[src/rtl/burst_arb_pkg.sv]
// Shared types for the burst-limited round-robin arbiter: FSM state,
// requester index and the default requester count.
package burst_arb_pkg;

  localparam int N_REQ_DEF = 4;

  typedef enum logic {
    IDLE  = 1'b0,
    OWNED = 1'b1
  } arb_state_e;

  typedef logic [1:0] req_idx_t;

endpackage

[src/rtl/burst_rr_arbiter_rr_pick.sv]
// Rotating-priority picker: finds the first set request bit at or after ptr,
// wrapping modulo 4.
module rr_pick
  import burst_arb_pkg::*;
(
  input  logic [3:0] req,
  input  req_idx_t   ptr,
  output logic       found,
  output req_idx_t   idx
);

  always_comb begin
    req_idx_t cand;
    cand  = ptr;
    found = 1'b0;
    idx   = ptr;
    // Walk from the farthest offset down so the nearest requester wins last.
    for (int k = 3; k >= 0; k--) begin
      cand = ptr + req_idx_t'(k);
      if (req[cand]) begin
        found = 1'b1;
        idx   = cand;
      end
    end
  end

endmodule

[src/rtl/burst_rr_arbiter.sv]
// Round-robin arbiter with registered one-hot grant and optional burst limit,
// enabled by defining BURST_RR_ARBITER_BURST_LIMIT_EN.
module burst_rr_arbiter
  import burst_arb_pkg::*;
#(
  parameter int N_REQ     = N_REQ_DEF,
  parameter int MAX_BURST = 8
) (
  input  logic             clk,
  input  logic             rst,
  input  logic [N_REQ-1:0] req,
  output logic [N_REQ-1:0] gnt,
  output logic [1:0]       gnt_id,
  output logic             busy,
  output logic             preempt
);

  if (N_REQ != 4 || MAX_BURST < 2 || MAX_BURST > 256) begin : g_param_check
    $error("burst_rr_arbiter: unsupported N_REQ or MAX_BURST");
  end

  arb_state_e       state_q;
  logic [N_REQ-1:0] gnt_q;
  req_idx_t         gnt_id_q;
  req_idx_t         ptr_q;
  logic             busy_q;
  logic             preempt_q;
  logic             pick_found;
  req_idx_t         pick_idx;

  rr_pick u_pick (
    .req   (req),
    .ptr   (ptr_q),
    .found (pick_found),
    .idx   (pick_idx)
  );

`ifdef BURST_RR_ARBITER_BURST_LIMIT_EN
  localparam int CNT_W = $clog2(MAX_BURST) + 1;

  logic [CNT_W-1:0] burst_cnt_q;
  logic [CNT_W-1:0] burst_cnt_d;
  logic             at_limit;

  // Saturating increment keeps the counter from ever wrapping.
  assign at_limit    = (burst_cnt_q == CNT_W'(MAX_BURST));
  assign burst_cnt_d = at_limit ? burst_cnt_q : burst_cnt_q + CNT_W'(1);
`endif

  always_ff @(posedge clk) begin
    if (rst) begin
      state_q   <= IDLE;
      gnt_q     <= '0;
      gnt_id_q  <= '0;
      busy_q    <= 1'b0;
      preempt_q <= 1'b0;
      ptr_q     <= '0;
`ifdef BURST_RR_ARBITER_BURST_LIMIT_EN
      burst_cnt_q <= '0;
`endif
    end else begin
      preempt_q <= 1'b0;
      case (state_q)
        IDLE: begin
          if (pick_found) begin
            state_q  <= OWNED;
            gnt_q    <= N_REQ'(1) << pick_idx;
            gnt_id_q <= pick_idx;
            busy_q   <= 1'b1;
            ptr_q    <= pick_idx + req_idx_t'(1);
`ifdef BURST_RR_ARBITER_BURST_LIMIT_EN
            burst_cnt_q <= CNT_W'(1);
`endif
          end
        end
        OWNED: begin
          // Release takes precedence over the burst limit: no preempt then.
          if (!req[gnt_id_q]) begin
            state_q <= IDLE;
            gnt_q   <= '0;
            busy_q  <= 1'b0;
          end
`ifdef BURST_RR_ARBITER_BURST_LIMIT_EN
          else if (at_limit) begin
            state_q   <= IDLE;
            gnt_q     <= '0;
            busy_q    <= 1'b0;
            preempt_q <= 1'b1;
          end else begin
            burst_cnt_q <= burst_cnt_d;
          end
`endif
        end
        default: begin
          state_q <= IDLE;
          gnt_q   <= '0;
          busy_q  <= 1'b0;
        end
      endcase
    end
  end

  assign gnt     = gnt_q;
  assign gnt_id  = gnt_id_q;
  assign busy    = busy_q;
  assign preempt = preempt_q;

endmodule

[config.mk]
export PLATFORM = sky130hd
export DESIGN_NAME = burst_rr_arbiter
export DESIGN_NICKNAME = d
export VERILOG_FILES = /design/src/rtl/burst_arb_pkg.sv /design/src/rtl/burst_rr_arbiter_rr_pick.sv /design/src/rtl/burst_rr_arbiter.sv
export SDC_FILE = /design/constraint.sdc
export NUM_CORES = 1
export LEC_CHECK = 0
export ABC_CLOCK_PERIOD_IN_PS = 4470
export CAP_MARGIN = 20
export CORE_MARGIN = 4
export CORE_UTILIZATION = 45
export DETAILED_ROUTE_END_ITERATION = 12
export GPL_TIMING_DRIVEN = 0
export PLACE_DENSITY = 0.7
export SLEW_MARGIN = 20
export SYNTH_ARGS = -nofsm -noshare
export SYNTH_HDL_FRONTEND = slang
export SYNTH_HIERARCHICAL = 1
export SYNTH_SLANG_ARGS = --single-unit
[constraint.sdc]
create_clock -name clk -period 4.47 [get_ports clk]
set_clock_uncertainty 0.1 [all_clocks]
set_input_delay 0.447 -clock clk [delete_from_list [all_inputs] [get_ports clk]]
set_output_delay 0.447 -clock clk [all_outputs]
set_load 0.005 [all_outputs]
After elaboration in Yosys (flattened, before gate mapping)
Cells that the tools add are included.
- output and inout port bits: 8
- flip-flop bits (word level): 10
- logic and storage cells: 47
- muxes and demuxes: 27
- equality and inequality tests: 2
- reduce and logical (&&, ||, !) cells: 2
- bitwise operators: 1
- $add $sub $neg: 4
- shift-type cells: 1
- magnitude comparators: 5
- operators by type and width (cell ; count):
    less-than comparator 2 x 3 -> 1 bit, second input constant ; 5
    two-way mux 1 bit ; 13
    binary-select mux 1 bit (select 2 bit) ; 5
    two-way mux 2 bit ; 4
    two-way mux 4 bit ; 2
    one-hot mux 4 bit (2 select lines) ; 1
    adder 2 x 1 -> 2 bit, second input constant ; 2
    adder 2 bit, second input constant ; 2
    inequality test 2 bit, second input constant ; 2
    one-hot mux 1 bit (2 select lines) ; 2
    AND reduction 2 bit ; 2
    left shift 1 x 2 -> 4 bit, first input constant ; 1
    inverter 1 bit ; 1

Longest topological paths before layout
Gate-level depths: netlist of the first run.
- depth in word-level cells: 10
- mapped depth: 7
- depth with buffers taken out: 7

Hierarchy
Netlist of the first run, hierarchy kept.
- by module, submodules not included (module ; sequential area each (µm²) ; cells an instance ; area each (µm²) ; times used):
    burst_rr_arbiter ; 200.2 ; 56 ; 585.6 ; 1
    rr_pick ; 0.0 ; 16 ; 100.1 ; 1

Worst setup path before layout of the first run
OpenSTA, ideal clock, no wires.
- path type: input to register
- start point: input req[0]
- end point: register ptr_q[1]
- arrival time: 1.697 ns
- library setup time: 0.130 ns
- cell stages on the path: 7
- slack: 2.542 ns
- path buffers: 0
- data required time: 4.240 ns
- path through: and2b_2 -> or4_1 -> nand2_1 -> inv_1 -> ha_1 -> mux2i_1 -> nor2_1
- cells in the longest elaborated chain, start to end: 7
- ends and longest elaborated chain (what ; line ; source):
    start, declared ; burst_rr_arbiter.sv:11 ; input logic [N_REQ-1:0] req,
    binary-select mux 1 bit (select 2 bit) ; burst_rr_arbiter_rr_pick.sv:20 ; if (req[cand]) begin
    two-way mux 1 bit (not written as such) ; burst_rr_arbiter_rr_pick.sv:20 ;
    two-way mux 2 bit (3 in series) ; burst_rr_arbiter_rr_pick.sv:20 ;
    two-way mux 2 bit (*) ; burst_rr_arbiter_rr_pick.sv:20 ;
    via pick_idx[1] ; burst_rr_arbiter.sv:29 ; req_idx_t pick_idx;
    adder 2 x 1 -> 2 bit (*) ; burst_rr_arbiter.sv:70 ; ptr_q <= pick_idx + req_idx_t'(1);
    end signal, assigned ; burst_rr_arbiter.sv:70 ;
    end, declared ; burst_rr_arbiter.sv:25 ; req_idx_t ptr_q;
Mark *: on every way through the listed nets, which the timed path passes. The rest lies on a longest branch. The select of a mux whose other input is x is not followed.
A chain may end at the register's enable or synchronous reset.

Worst setup path in the final report of the first run
- start point: input req[3]
- end point: register ptr_q[1]
Same word-level chain as after synthesis.

==> qor.csv, run 1 <==
metric,value,unit
Yosys cell types,30,
crit-path max FO,7,
GRT Resource Usage Total,15.2,%
Rows,13,
DRC viols,0,
PD cells,348,nW/um^2
number of global-route vias before repair,522,
Final Cycle Share,51.5,%
Starting Density,50.2,%
1st-iter DRT viols,5,
Die Y-Extent,47.0,um
Setup TNS,0,ps
Worst-Skew Late Latency,280,ps
critical-path cell list,clkdlybuf4s50_1 > and3b_1 > or4_1 > nand2_1 > inv_1 > ha_1 > mux2i_1 > nor2_1,
Critical Path RT,4510,ps
Peak VDD IR,0.238,mV
first-pass GRT wire length,2.29,mm
largest net degree at the start of global routing,11,
Leak Pwr,0.394,nW
run status,finished clean,
die footprint,2210,um^2
total power draw,0.299,mW
met1 GRT Util,18.1,%
synthesis-to-layout area growth,25.5,%
sequential area share after synthesis,29.2,%
unrepaired setup endpoints after global routing,false,
clock network power share,28.4,%
YS warnings,6,
Seq cells post-synth,10,
worst min-delay path class,reg2reg,
Netlist Area Pre-Place,686,um^2
Clock Root Buffer,clkbuf_4,
H-tree depth,1,
Max Transition Viols Final,0,
most frequent cells in the layout,"12 x clkdlybuf4s50_1, 10 x dfxtp_1, 7 x mux2i_1, 7 x nor2_1, 6 x nand2b_1",
Max Buffers Root-to-Sink,2,
antenna violations before repair,0,
post_cts resized,0,
# fillers,129,
GR peak layer,met2,
combinational power share,34.1,%
grt met2 use,23.3,%
Post-DP HPWL,991,um
drt via density,5.39,
Routed WL,1.29,mm
cell count after synthesis,72,
# IOs,14,
data arrival time of the worst path,2340,ps
CTS buffer count,3,
Post-CTS Setup Bufs,0,
"most common cell after layout, fill and taps aside",clkdlybuf4s50_1,
met3 Track Usage GR,5.75,%
Peak Freq,435,MHz
crit path kind,in2reg,
IO buf count,12,
syn avg cell area,9.52,um^2
DR pass1 iterations,4,
sw power,0.0920,mW
register share of total power,37.5,%
CTS hold repair buffers,0,
count of final setup violators,0,
vias,555,
Routed Antenna Nets,0,
Syn Nets,82,
total grt overflow,0,
Total Nets Final,99,
routed length per instance,12.5,um
n_diodes,0,
startpoint types,primary input,
Slowest Stage Delay on Critical Path,570,ps
crit end category,flop,
share of layout cells above drive strength 1,21.6,%
Int Pwr,0.207,mW
CTS tree,built,
clk slew on worst S/H paths,80,ps
RD Place Congestion,0.674,
width of the chip,47.0,um
Period minus WS final,2300,ps
Hold Fails Final Rpt,0,
Sw Ratio,30.8,%
highest-delay cell along the critical path,clkdlybuf4s50_1,
clk sinks,10,
Max-Cap Viols,0,
total core area,1370,um^2
[power groups by stage]
stage               combinational [mW]  sequential, mW  clock, mW
global route                     0.114           0.114     0.0907
detailed placement               0.102           0.114          0
global placement                 0.102           0.114          0
floorplan                       0.0694           0.113          0
CTS                              0.103           0.112     0.0870
finish                           0.102           0.112     0.0851
[metal layers]
metal,share of wire [%],up-vias
met4,1.9,0
met3,5.2,5
li1,-,285
met5,0,-
met2,44,11
met1,48,254
[flip-flops by register name (all words and copies together) (netlist names)]
name and count:
busy 1, gnt 4, gnt_id 2, ptr_q 2, state_q 1
[synth_stat cells, drive strengths merged]
cell type	instances	share of area (%)
a22oi	1	3.1
inv	4	2.2
nand2b	6	5.5
and3b	1	1.3
nand2	3	1.6
o22ai	2	2.7
and2	1	1.1
mux2i	7	10
nor2b	2	2.2
clkbuf	1	0.55
or4	1	1.1
o21ai	2	1.5
dfxtp	10	29
o221a	1	1.6
conb	1	0.55
a2bb2oi	1	1.3
nor2	7	3.8
a211oi	1	1.8
o32ai	4	6.2
a21oi	1	0.73
mux2	2	4.4
ha	4	7.3
nor3	2	1.5
buf	4	4.9
and2b	3	3.7
[area by class of cell]
type	count	area [um^2]	share of cell area, %
multi-input combinational	53	433	50.3
buffer	5	37.5	4.36
timing repair buffer	12	120	14.0
inverter	4	15.0	1.74
clock buffer	4	36.3	4.22
tap	15	18.8	2.18
sequential	10	200	23.3
[final timing paths]
path                                       startpoint                    end  slack, ps  cells after the start
worst max-delay path                           req[3]  ptr_q[1]$_SDFFE_PP0P_       2170                      8
worst min-delay path                busy$_SDFFE_PP0P_      busy$_SDFFE_PP0P_        390                      2
worst max register to register  ptr_q[0]$_SDFFE_PP0P_  ptr_q[1]$_SDFFE_PP0P_       2490                      7
worst min register to register      busy$_SDFFE_PP0P_      busy$_SDFFE_PP0P_        390                      2
[cells by family after synthesis]
kind of cell	synth area share, %
and+or+nand+nor	21.7
AOI/OAI and AO/OA	19.0
DFF	29.2
buffers and inverters	7.66
muxes	14.6
adders and majority gates	7.30
other	0.547
[worst max-delay path, delay by kind of cell]
kind                       cells  cell delay, ps
and+or+nand+nor                4             860
buffers and inverters          2             650
adders and majority gates      1             260
muxes                          1             130
[stage by stage]
step	cells	worst slack (ps)	hold WS [ps]	area, um^2	util [%]
3_3_place_gp	99	1870	370	825	60.3
5_1_grt	103	2070	433	861	63.0
6_report	103	2170	389	861	63.0
2_1_floorplan	72	2540	376	686	-
3_5_place_dp	99	1880	383	825	60.3
4_1_cts	103	2180	393	861	63.0
(Power assumes the default switching activity.)
==> run 2, diff against run 1 <==
- ABC_CLOCK_PERIOD_IN_PS: 4470 -> 2400
- clock period: 4.47 -> 2.4 ns (I/O delays scaled with it)
==> results of run 2 <==
Same layout as run 1 (identical final DEF). Status: finished clean.
Main changes from that run: setup slack after placement 1880 ps -> 19.2 ps; setup slack after layout 2170 ps -> 306 ps; register-to-register setup slack 2490 ps -> 420 ps; total power 0.299 mW -> 0.557 mW; worst IR drop on VDD 0.238 mV -> 0.443 mV
